===== src/rtl/mult_div_seq_if.sv =====
// Handshake and result bundle between the controller and the iterative MULT/DIV unit.
// The master issues operations; the slave (the unit) reports busy/done and the HI/LO pair.
interface mult_div_seq_if #(
   parameter int WIDTH = 32
);
   logic             start_mult;
   logic             start_div;
   logic [WIDTH-1:0] a;
   logic [WIDTH-1:0] b;
   logic             busy;
   logic             done;
   logic             div_zero;
   logic [WIDTH-1:0] hi;
   logic [WIDTH-1:0] lo;

   modport master (
      output start_mult, start_div, a, b,
      input  busy, done, div_zero, hi, lo
   );

   modport slave (
      input  start_mult, start_div, a, b,
      output busy, done, div_zero, hi, lo
   );
endinterface


===== src/rtl/mult_div_seq.sv =====
// Iterative signed multiply/divide producing HI/LO: radix-2 Booth multiply and restoring
// divide on magnitudes share one (WIDTH+1)-bit add/subtract datapath.
module mult_div_seq #(
   parameter int WIDTH = 32,
   parameter int CNT_W = 6
) (
   input  logic          clk,
   input  logic          reset,
   mult_div_seq_if.slave bus
);
   typedef enum logic [1:0] {
      ST_IDLE = 2'd0,
      ST_RUN  = 2'd1,
      ST_FIN  = 2'd2
   } state_t;

   localparam logic [WIDTH-1:0] ONE_W    = {{(WIDTH-1){1'b0}}, 1'b1};
   localparam logic [CNT_W-1:0] ONE_C    = {{(CNT_W-1){1'b0}}, 1'b1};
   localparam logic [CNT_W-1:0] LAST_CNT = CNT_W'(WIDTH - 1);

   function automatic logic [WIDTH-1:0] neg_val(input logic [WIDTH-1:0] x);
      return ~x + ONE_W;
   endfunction

   function automatic logic [WIDTH-1:0] abs_val(input logic [WIDTH-1:0] x);
      return x[WIDTH-1] ? neg_val(x) : x;
   endfunction

   state_t           state_r, state_nx_s;
   logic [CNT_W-1:0] cnt_r;
   logic [WIDTH:0]   acc_r;
   logic [WIDTH:0]   mcand_r;
   logic [WIDTH-1:0] q_r;
   logic             qm1_r;
   logic             op_div_r;
   logic             a_neg_r;
   logic             b_neg_r;
   logic             dz_r;
   logic [WIDTH-1:0] hi_r;
   logic [WIDTH-1:0] lo_r;
   logic             done_r;
   logic             div_zero_r;

   logic             start_s;
   logic             sub_s;
   logic             use_add_s;
   logic [WIDTH:0]   src_s;
   logic [WIDTH:0]   sum_s;
   logic [WIDTH:0]   booth_s;
   logic [WIDTH:0]   acc_nx_s;
   logic [WIDTH-1:0] q_nx_s;
   logic             qm1_nx_s;
   logic [WIDTH-1:0] div_lo_s;
   logic [WIDTH-1:0] div_hi_s;

   assign start_s      = bus.start_mult | bus.start_div;
   assign bus.busy     = (state_r != ST_IDLE);
   assign bus.done     = done_r;
   assign bus.div_zero = div_zero_r;
   assign bus.hi       = hi_r;
   assign bus.lo       = lo_r;

   // State register.
   always_ff @(posedge clk or negedge reset) begin
      if (!reset) begin
         state_r <= ST_IDLE;
      end else begin
         state_r <= state_nx_s;
      end
   end

   // Next-state selection; a divide by zero skips the iteration phase.
   always_comb begin
      state_nx_s = state_r;
      case (state_r)
         ST_IDLE: begin
            if (start_s) begin
               if (!bus.start_mult && (bus.b == {WIDTH{1'b0}})) begin
                  state_nx_s = ST_FIN;
               end else begin
                  state_nx_s = ST_RUN;
               end
            end else begin
               state_nx_s = ST_IDLE;
            end
         end
         ST_RUN: begin
            if (cnt_r == LAST_CNT) begin
               state_nx_s = ST_FIN;
            end else begin
               state_nx_s = ST_RUN;
            end
         end
         ST_FIN:  state_nx_s = ST_IDLE;
         default: state_nx_s = ST_IDLE;
      endcase
   end

   // Shared add/subtract step: Booth uses acc directly, divide trial-subtracts from the shifted remainder.
   always_comb begin
      src_s     = op_div_r ? {acc_r[WIDTH-1:0], q_r[WIDTH-1]} : acc_r;
      sub_s     = op_div_r | (q_r[0] & ~qm1_r);
      use_add_s = op_div_r | (q_r[0] ^ qm1_r);
      sum_s     = src_s + (sub_s ? ~mcand_r : mcand_r) + {{WIDTH{1'b0}}, sub_s};
      booth_s   = use_add_s ? sum_s : acc_r;
      if (op_div_r) begin
         acc_nx_s = sum_s[WIDTH] ? src_s : sum_s;
         q_nx_s   = {q_r[WIDTH-2:0], ~sum_s[WIDTH]};
         qm1_nx_s = 1'b0;
      end else begin
         acc_nx_s = {booth_s[WIDTH], booth_s[WIDTH:1]};
         q_nx_s   = {booth_s[0], q_r[WIDTH-1:1]};
         qm1_nx_s = q_r[0];
      end
      div_lo_s = (a_neg_r ^ b_neg_r) ? neg_val(q_r) : q_r;
      div_hi_s = a_neg_r ? neg_val(acc_r[WIDTH-1:0]) : acc_r[WIDTH-1:0];
   end

   // Operand capture, iteration, and result/flag registers.
   always_ff @(posedge clk or negedge reset) begin
      if (!reset) begin
         cnt_r      <= {CNT_W{1'b0}};
         acc_r      <= {(WIDTH+1){1'b0}};
         mcand_r    <= {(WIDTH+1){1'b0}};
         q_r        <= {WIDTH{1'b0}};
         qm1_r      <= 1'b0;
         op_div_r   <= 1'b0;
         a_neg_r    <= 1'b0;
         b_neg_r    <= 1'b0;
         dz_r       <= 1'b0;
         hi_r       <= {WIDTH{1'b0}};
         lo_r       <= {WIDTH{1'b0}};
         done_r     <= 1'b0;
         div_zero_r <= 1'b0;
      end else begin
         done_r     <= (state_r == ST_FIN);
         div_zero_r <= (state_r == ST_FIN) & dz_r;
         case (state_r)
            ST_IDLE: begin
               if (start_s) begin
                  op_div_r <= ~bus.start_mult;
                  cnt_r    <= {CNT_W{1'b0}};
                  acc_r    <= {(WIDTH+1){1'b0}};
                  qm1_r    <= 1'b0;
                  a_neg_r  <= bus.a[WIDTH-1];
                  b_neg_r  <= bus.b[WIDTH-1];
                  dz_r     <= ~bus.start_mult & (bus.b == {WIDTH{1'b0}});
                  if (bus.start_mult) begin
                     q_r     <= bus.b;
                     mcand_r <= {bus.a[WIDTH-1], bus.a};
                  end else begin
                     q_r     <= abs_val(bus.a);
                     mcand_r <= {1'b0, abs_val(bus.b)};
                  end
               end
            end
            ST_RUN: begin
               acc_r <= acc_nx_s;
               q_r   <= q_nx_s;
               qm1_r <= qm1_nx_s;
               cnt_r <= cnt_r + ONE_C;
            end
            ST_FIN: begin
               if (!dz_r) begin
                  if (op_div_r) begin
                     hi_r <= div_hi_s;
                     lo_r <= div_lo_s;
                  end else begin
                     hi_r <= acc_r[WIDTH-1:0];
                     lo_r <= q_r;
                  end
               end
            end
            default: begin
               cnt_r <= {CNT_W{1'b0}};
            end
         endcase
      end
   end
endmodule


===== src/flat_wrapper.sv =====
// flat-port wrapper written by rule: the top's interface ports become plain ports
module mult_div_seq_flat 
#(
   parameter int WIDTH = 32,
   parameter int CNT_W = 6
)
  (clk, reset, bus_start_mult, bus_start_div, bus_a, bus_b, bus_busy, bus_done, bus_div_zero, bus_hi, bus_lo);
  mult_div_seq_if #(.WIDTH(WIDTH)) bus_i ();
  input  logic clk;
  input  logic reset;
  input wire logic [$bits(bus_i.start_mult)-1:0] bus_start_mult;
  input wire logic [$bits(bus_i.start_div)-1:0] bus_start_div;
  input wire logic [$bits(bus_i.a)-1:0] bus_a;
  input wire logic [$bits(bus_i.b)-1:0] bus_b;
  output wire logic [$bits(bus_i.busy)-1:0] bus_busy;
  output wire logic [$bits(bus_i.done)-1:0] bus_done;
  output wire logic [$bits(bus_i.div_zero)-1:0] bus_div_zero;
  output wire logic [$bits(bus_i.hi)-1:0] bus_hi;
  output wire logic [$bits(bus_i.lo)-1:0] bus_lo;
  assign bus_i.start_mult = bus_start_mult;
  assign bus_i.start_div = bus_start_div;
  assign bus_i.a = bus_a;
  assign bus_i.b = bus_b;
  assign bus_busy = bus_i.busy;
  assign bus_done = bus_i.done;
  assign bus_div_zero = bus_i.div_zero;
  assign bus_hi = bus_i.hi;
  assign bus_lo = bus_i.lo;
  mult_div_seq #(.WIDTH(WIDTH), .CNT_W(CNT_W)) u_core (.clk(clk), .reset(reset), .bus(bus_i));
endmodule

===== config.mk =====
export PLATFORM = sky130hd
export DESIGN_NAME = mult_div_seq_flat
export DESIGN_NICKNAME = d
export VERILOG_FILES = /design/src/rtl/mult_div_seq_if.sv /design/src/rtl/mult_div_seq.sv /design/src/flat_wrapper.sv
export SDC_FILE = /design/constraint.sdc
export NUM_CORES = 1
export LEC_CHECK = 0
export ABC_AREA = 1
export BUFFER_PORTS_ARGS = -buffer_cell sky130_fd_sc_hd__buf_4
export CORE_MARGIN = 3
export CORE_UTILIZATION = 50
export CTS_BUF_LIST = sky130_fd_sc_hd__clkbuf_8
export DETAILED_ROUTE_END_ITERATION = 6
export GPL_ROUTABILITY_DRIVEN = 0
export PLACE_DENSITY = 0.7
export SLEW_MARGIN = 20
export SYNTH_ARGS = -nofsm -noshare
export SYNTH_HDL_FRONTEND = slang
export SYNTH_SLANG_ARGS = --single-unit

===== constraint.sdc =====
create_clock -name clk -period 3.75 [get_ports clk]
set_clock_uncertainty 0.15 [all_clocks]
set_input_delay 0.1875 -clock clk [delete_from_list [all_inputs] [get_ports clk]]
set_output_delay 0.1875 -clock clk [all_outputs]
set_load 0.02 [all_outputs]

=== Yosys cells after proc, flatten, opt, wreduce, memory -nomap -nowiden ===
Index checks and enable logic that the tools add are counted.

* Register bits: 177
* Bits of input ports: 68
* Output and inout bits: 67
* Logic and storage cells: 80

* Add/subtract/negate cells: 7
* Equality and inequality tests: 4
* Muxes and demuxes: 27
* Bitwise logic cells: 18
* Reduce and logical (&&, ||, !) cells: 10

{| class="wikitable"
|+ Operator list
! kind !! number
|-
| 32-bit 2-to-1 mux || 9
|-
| 33-bit 2-to-1 mux || 7
|-
| 32-bit by 1-bit adder with 32-bit output (second input constant) || 4
|-
| 32-bit inverter || 4
|-
| 33-bit case mux with 2 select lines || 1
|-
| 32-bit case mux with 2 select lines || 1
|-
| 33-bit by 1-bit adder with 33-bit output || 1
|-
| 33-bit adder || 1
|-
| 33-bit inverter || 1
|-
| 32-bit zero test || 1
|-
| 6-bit case mux with 3 select lines || 1
|-
| 2-bit AND reduction || 4
|-
| 6-bit by 1-bit adder with 6-bit output (second input constant) || 1
|-
| 6-bit by 5-bit equality test with 1-bit output (second input constant) || 1
|-
| 2-bit 2-to-1 mux || 3
|-
| 6-bit 2-to-1 mux || 1
|-
| 1-bit inverter || 5
|-
| 2-bit case mux with 2 select lines || 1
|-
| 2-bit nonzero test || 2
|-
| 1-bit bitwise AND || 3
|-
| 1-bit OR || 3
|-
| 2-bit by 1-bit equality test with 1-bit output (second input constant) || 1
|-
| 2-bit equality test (second input constant) || 1
|-
| 2-bit zero test || 1
|-
| other kinds (6) || 8
|}

=== Longest topological paths before layout ===
Gate-level depths: netlist (run 1).

* Depth after elaboration: 9
* Gate-level depth with buffers: 23
* Mapped depth without buffers: 21

=== Least setup slack after synthesis (run 1) ===
Ideal clock, no wire load.

* Path kind: reg-to-reg
* Start: register u_core.q_r[0]
* End: register u_core.acc_r[6]
* Library setup time: 116 ps
* Arrival time: 3,111 ps
* Data required time: 3,484 ps
* Path slack: 373 ps
* Cell stages (with the launch flop): 21
* Period minus slack after synthesis: 3,377 ps
* Path through: dfrtp_1 ha_1 nor2_8 buf_1 xor2_1 fa_1 nand3_1 nand3_1 nand2_1 nand2_2 nand2_1 nand2_2 nand2_1 nand2_1 nand2_1 nand3_2 inv_2 buf_6 o21ai_1 nand2_1 nand2_1

* Longest elaborated chain between the ends: 8
* Elaborated cells on any way between the ends: 11
* Those cells by class: 2 x add/sub; 5 x mux; 4 x bitwise

{| class="wikitable"
|+ RTL lines
! item !! RTL line !! RTL
|-
| start: declaration || mult_div_seq.sv:33 || <nowiki>logic [WIDTH-1:0] q_r;</nowiki>
|-
| start signal: assignment || mult_div_seq.sv:125 || <nowiki>q_r <= {WIDTH{1'b0}};</nowiki>
|-
| start signal: assignment || mult_div_seq.sv:149 || <nowiki>q_r <= bus.b;</nowiki>
|-
| start signal: assignment || mult_div_seq.sv:152 || <nowiki>q_r <= abs_val(bus.a);</nowiki>
|-
| 1-bit bitwise AND || mult_div_seq.sv:102 || <nowiki>sub_s = op_div_r | (q_r[0] & ~qm1_r);</nowiki>
|-
| 1-bit OR || mult_div_seq.sv:102 ||
|-
| 33-bit 2-to-1 mux || mult_div_seq.sv:104 || <nowiki>sum_s = src_s + (sub_s ? ~mcand_r : mcand_r) + {{WIDTH{1'b0}}, sub_s};</nowiki>
|-
| 33-bit adder || mult_div_seq.sv:104 ||
|-
| 33-bit by 1-bit adder with 33-bit output || mult_div_seq.sv:104 ||
|-
| 33-bit 2-to-1 mux (on tied branches) || mult_div_seq.sv:105, mult_div_seq.sv:107 ||
|-
| 33-bit 2-to-1 mux (*) || mult_div_seq.sv:106 || <nowiki>if (op_div_r) begin</nowiki>
|-
| 33-bit case mux with 2 select lines (*) || mult_div_seq.sv:138 || <nowiki>case (state_r)</nowiki>
|-
| end signal: assignment || mult_div_seq.sv:123 || <nowiki>acc_r <= {(WIDTH+1){1'b0}};</nowiki>
|-
| end signal: assignment || mult_div_seq.sv:143 || <nowiki>acc_r <= {(WIDTH+1){1'b0}};</nowiki>
|-
| end signal: assignment || mult_div_seq.sv:158 || <nowiki>acc_r <= acc_nx_s;</nowiki>
|-
| end: declaration || mult_div_seq.sv:31 || <nowiki>logic [WIDTH:0] acc_r;</nowiki>
|}

Every way passes the cells marked *; elsewhere a longest branch is shown, timed or not.
A chain may end at the register's enable or synchronous reset.

=== Final worst setup path (run 1) ===
* Start: register u_core.q_r[0]
* End: register u_core.acc_r[27]

The elaborated chain is that of the path after synthesis.

==> results of run 1 <==
==> worst min path at each step <==
stage	start	end	cells past startpoint	slack [ns]
after floorplan	reset	u_core.a_neg_r	0	-0.26
after global placement	reset	u_core.bus.hi[28]	1	0.09
after detailed placement	reset	u_core.bus.hi[28]	1	0.09
after CTS	bus_a[0]	u_core.mcand_r[0]	5	0.0007
after global routing	bus_a[0]	u_core.mcand_r[0]	5	0.04
final	bus_a[0]	u_core.mcand_r[0]	5	0.01
==> per-stage QoR <==
stage | std cells | hold slack, ns | util | cell area (um^2) | setup WS [ns]
after CTS | 2791 | 0.000659 | 0.581 | 16700 | 0.163
after floorplan | 2291 | -0.258 | - | 14700 | 0.373
after global routing | 2791 | 0.0375 | 0.582 | 16700 | 0.000276
after detailed placement | 2723 | 0.0927 | 0.555 | 16000 | 0.172
final | 2791 | 0.0118 | 0.582 | 16700 | 0.283
after global placement | 2723 | 0.0912 | 0.555 | 16000 | 0.302
==> area by class of cell <==
cell class,count,area share
Multi-Input combinational cell,1755,0.528
Clock inverter,14,0.00875
Inverter,246,0.0555
Timing Repair Buffer,197,0.0992
Sequential cell,177,0.265
Tap cell,384,0.0287
Clock buffer,18,0.0148
==> cell usage after synthesis, types with 3 or more instances <==
master | instances | area [um^2]
nand2_1 | 677 | 2540
nor2_1 | 250 | 938
inv_1 | 238 | 893
dfrtp_1 | 177 | 4430
o21ai_0 | 165 | 826
a21oi_1 | 138 | 691
nand3_1 | 127 | 636
xor2_1 | 98 | 858
clkbuf_1 | 87 | 327
ha_1 | 37 | 463
o211ai_1 | 29 | 218
o221ai_1 | 27 | 236
nand4_1 | 26 | 163
o21ai_1 | 24 | 120
nor3_1 | 22 | 110
xnor2_1 | 19 | 166
a31oi_1 | 18 | 113
a221oi_1 | 14 | 123
buf_1 | 13 | 48.8
a22oi_1 | 12 | 90.1
o31ai_1 | 9 | 67.6
buf_2 | 8 | 40.0
nand3b_1 | 8 | 60.1
nor2_2 | 8 | 50.1
inv_2 | 6 | 22.5
nor4_1 | 5 | 31.3
o21bai_1 | 5 | 37.5
o22ai_1 | 5 | 31.3
nand2_2 | 4 | 25.0
or2_0 | 4 | 25.0
buf_6 | 3 | 33.8
or2_2 | 3 | 18.8
==> critical path, cell delays in order (launching register included) <==
cell and delay (ns):
dfrtp_1 0.42, ha_1 0.27, nor2_8 0.21, buf_4 0.20, xor2_1 0.16, ha_1 0.29, nand2_1 0.15, inv_1 0.05
a21oi_1 0.22, nand2_2 0.11, nand2_1 0.10, nand2_2 0.09, nand2_1 0.13, nand2_1 0.08, nand2_1 0.11, nand3_2 0.18
inv_6 0.23, o21ai_1 0.08, nand2_1 0.07, nand2_1 0.05
==> sequential cells by signal, indices dropped and copies added (netlist names) <==
name	flops
u_core.state_r	2
u_core.bus.lo	32
u_core.bus.done	1
u_core.op_div_r	1
u_core.qm1_r	1
u_core.b_neg_r	1
u_core.acc_r	33
u_core.bus.hi	32
u_core.bus.div_zero	1
u_core.q_r	32
u_core.dz_r	1
u_core.mcand_r	33
u_core.a_neg_r	1
u_core.cnt_r	6
==> metal layers <==
metal / track usage / routed length [um] / vias to the layer above / part of all wire
li1: - / - / 7689 / -
met4: 0.100 / 1580 / 0 / 0.032
met2: 0.455 / 20400 / 844 / 0.42
met5: 0 / 0 / - / 0
met3: 0.0541 / 5120 / 108 / 0.10
met1: 0.461 / 21700 / 7246 / 0.44
==> repair_timing <==
action,CTS,global route
hold endpoints to repair,94,0
setup buffers,0,0
setup endpoints to repair,0,26
gates resized for setup,0,4
hold buffers,36,0
==> kinds of logic after synthesis <==
group | after synthesis | share of synthesized area
adders and majority gates | 38 | 0.0330
and+or+nand+nor | 1143 | 0.319
AOI/OAI and AO/OA | 457 | 0.181
DFF | 177 | 0.302
buffers and inverters | 359 | 0.0947
xor gates and xnor gates | 117 | 0.0699
==> metrics.txt, run 1 <==
total CTS buffers=17; remaining antenna violation count=0; Ports=135; post-synthesis register bit count=177; Slew headroom=0.253; Reg2Reg Setup Slack=0.28 ns; worst path required time=3.97 ns; Starting DRT DRC Count=1982; RSZ-0062 raised after global routing=false; area of the multi-input gates=0.00884 mm^2; number of global-route vias before repair=14291; Crit. End Element=flop; most frequent cells in the layout=nand2_1, nor2_1, inv_1, dfrtp_1, o21ai_0; Synth async-reset ratio=1.00; FF-to-FF Start=u_core.q_r[0]; antenna cells=0; 1st-pass router iterations=6; CTS Sinks=177; die area=0.0314 mm^2; nets=2500; register area share after synthesis=0.302; Root Driver=clkbuf_8; final count of hold timing violations=0; worst-margin pin slew=1.12 ns; Avg Inst Size Synth=6.39 um^2; Die Wd=177 um; Detailed Place HPWL=36900 um; EDFF count, synth=0; setup TNS=0 ns; layout cell share with drive strength beyond 1=0.0935; ys flop type=dfrtp_1; largest net degree at the start of global routing=84; antenna violations before repair=0; Worst setup SP type=flop; Setup crit end=u_core.acc_r[27]; status=finished, final reports clean; layout filler cell count=2812; row cnt=62; insertion delay to the later sink of the worst-skew pair=0.49 ns; r2r endpoint=u_core.acc_r[27]; Layout Area Growth over Synthesis=14.2%; I/O Buffers=134; post-layout min period=3.47 ns; GRT Overall Usage=0.310; Remaining DRCs=0; H-tree depth=4; endpoints failing setup=0; FMAX=0.288 GHz; Post-Syn Instances=2291; syn_nets=2397; area occupied by registers=0.00443 mm^2; WP data arrival=3.69 ns; Routed WL=48900 um; Mapped Area=0.0147 mm^2; Worst-path clk slew=0.11 ns; overflow left after global routing=0; Period Utilization, post-route=0.924; synth warn=0; most common cell after layout, fill and taps aside=nand2_1; Worst Setup Path Type=reg -> reg; Yosys cell types=50; max cap viols=0; via count=15887; Die Span Y=177 um; path depth of the worst reg2reg path=19; mean number of vias per cell=5.69; TritonCTS clock tree=yes; hold crit path type=in -> reg; CP Launch Point=u_core.q_r[0]; Crit Path Max Fanout=20; initial core utilization=0.509; Bufs on Longest Clock Path=2; first-pass GRT wire length=77500 um; Wirelength per Cell=17.5 um; core area=0.0288 mm^2; max-slew violation count=0
Power of run 1 is not shown: default switching activity piles up to over one toggle a cycle in this logic, so the estimate is an artifact.
==> inputs of run 2 (changes only) <==
==> constraint.sdc (replaced) <==
create_clock -name clk -period 3.75 [get_ports clk]
set_clock_uncertainty 0.15 [all_clocks]
set_input_delay 0.75 -clock clk [delete_from_list [all_inputs] [get_ports clk]]
set_output_delay 0.75 -clock clk [all_outputs]
set_load 0.02 [all_outputs]
==> run 2 against run 1 <==
- sequential cell count stayed put
- worst hold slack better by 0.32 ns
- global-route usage is 0.84 points lower
- cell count is 1.3% lower
- clock-buffer cell count is 1 higher
- final area is 2.0% lower
- die area stayed put
- non-clock buffer count is 37 lower
- sequential share of layout area is 0.54 points higher
- core utilization is 1.2 points lower
- register-to-register slack worse by 0.12 ns
==> metrics.txt, run 2 (synthesis gave the netlist of run 1 again) <==
Slew headroom=0.284 (+0.0309); Ports=135 (unchanged); Bufs on Longest Clock Path=2 (unchanged); Worst Setup Path Type=reg -> reg; Crit. End Element=flop; most common cell after layout, fill and taps aside=nand2_1; antenna cells=0 (unchanged); post-CTS setup buffer count=0 (unchanged); core area=0.0288 mm^2 (unchanged); largest net degree at the start of global routing=85 (+1.2%); nets=2463 (-1.5%); status=finished, final reports clean; worst path required time=4.01 ns (+0.04 ns); insertion delay to the later sink of the worst-skew pair=0.47 ns (-0.02 ns); remaining antenna violation count=0 (unchanged); mean number of vias per cell=5.72 (+0.51%); max cap viols=0 (unchanged); largest registers=u_core.acc_r x33, u_core.mcand_r x33; final count of hold timing violations=0 (unchanged); via count=15756 (-0.82%); layout cell share with drive strength beyond 1=0.0941 (+0.000615); die area=0.0314 mm^2 (unchanged); Worst setup SP type=flop; worst-margin pin slew=1.07 ns (-0.0463 ns); setup TNS=0 ns (unchanged); Die Span Y=177 um (unchanged); max-slew violation count=0 (unchanged); GRT Overall Usage=0.302 (-0.00844); Worst path slowest cell=dfrtp_1; total CTS buffers=17 (unchanged); hold crit path type=reg -> reg; CP Cell Sequence=ha_1 -> nor2_8 -> buf_12 -> xor2_1 -> ha_1 -> nand2_1 -> inv_1 -> nand2_1 -> nor2_1 -> nand4_1 -> nand3_1 -> xor2_1 -> nand2_1 -> nand2_1 -> nand2_1 -> nand2_1 -> nand2_1 -> nand2_1; most frequent cells in the layout=nand2_1, nor2_1, inv_1, dfrtp_1, o21ai_0; Crit path max-delay family=simple AND/OR/NAND/NOR gates; Starting DRT DRC Count=2198 (+11%); Layout Area Growth over Synthesis=12.0%; H-tree depth=4 (unchanged); RSZ-0062 raised after global routing=false; initial core utilization=0.509 (unchanged); CP peak stage delay=0.41 ns (about the same); Period Utilization, post-route=0.955 (+0.0310); Root Driver=clkbuf_8; Worst-path clk slew=0.10 ns (about the same); FMAX=0.279 GHz (-3.2%); Worst Path Buf+Inv=2 (-1); antenna violations before repair=0 (unchanged); 1st-pass router iterations=6 (unchanged); Routed WL=48000 um (-1.9%); first-pass GRT wire length=75300 um (-2.9%); CTS Sinks=177 (unchanged); number of global-route vias before repair=13942 (-2.4%); WP data arrival=3.85 ns (+0.16 ns); Die Wd=177 um (unchanged); endpoints failing setup=0 (unchanged); CP dominant cell by count=nand2_1; Remaining DRCs=0 (unchanged); Crit Path Max Fanout=21 (+5.0%); TritonCTS clock tree=yes; row cnt=62 (unchanged); Wirelength per Cell=17.4 um (-0.54%); I/O Buffers=134 (unchanged); post-layout min period=3.58 ns (+0.116 ns); overflow left after global routing=0 (unchanged); fin util=0.570 (-0.0115); Detailed Place HPWL=36800 um (-0.25%)
[run 2: timing repair]
action / 4_1_cts / 5_1_grt
endpoints found under the setup margin: 0 / 22
hold endpoints to repair: 0 / 14
gates resized for setup: 0 / 4
hold buffers: 0 / 1
[run 2: worst register-to-register path, delay by kind of cell (launching register included)]
kind                     cells  cell delay, ns
XOR/XNOR                     2            0.41
AND/OR/NAND/NOR             12            1.58
adder cells (fa/ha/maj)      2            0.67
flip-flops                   1            0.41
buffers and inverters        2            0.31
[run 2: metal layers]
| metal | wire length, um | vias up | track usage |
|---|---|---|---|
| li1 | - | 7606 | - |
| met1 | 21200 | 7185 | 0.460 |
| met2 | 20400 | 880 | 0.444 |
| met3 | 5070 | 85 | 0.0446 |
| met4 | 1270 | 0 | 0.0802 |
| met5 | 0 | - | 0 |
[run 2: through the flow]
stage / std cells / area, um^2 / hold WS (ns) / worst slack [ns]
floorplan: 2291 / 14700 / 0.285 / 0.373
global placement: 2721 / 16000 / 0.316 / 0.285
detailed placement: 2721 / 16000 / 0.317 / 0.228
CTS: 2753 / 16400 / 0.00108 / 0.208
global route: 2754 / 16400 / 0.363 / 0.0214
finish: 2754 / 16400 / 0.328 / 0.167
[run 2: layout make-up]
type,count,area (um^2)
clock buffer,19,262
clock inverter,13,165
fill,2854,12400
inverter,246,928
multi-input combinational,1755,8840
sequential,177,4430
tap,384,480
timing repair buffer,160,1290
[run 2: final timing paths]
path / startpoint / to / slack [ns] / depth (start not counted)
worst min register to register: u_core.state_r[0] / u_core.bus.done / 0.33 / 1
worst max register to register: u_core.q_r[0] / u_core.acc_r[17] / 0.17 / 18
worst min-delay path: u_core.state_r[0] / u_core.bus.done / 0.33 / 1
worst max-delay path: u_core.q_r[0] / u_core.acc_r[17] / 0.17 / 18
max in group asynchronous: reset / u_core.mcand_r[3] / 2.11 / 3
min in group asynchronous: reset / u_core.bus.hi[28] / 0.58 / 2
Power of run 2 is left out for the same reason.
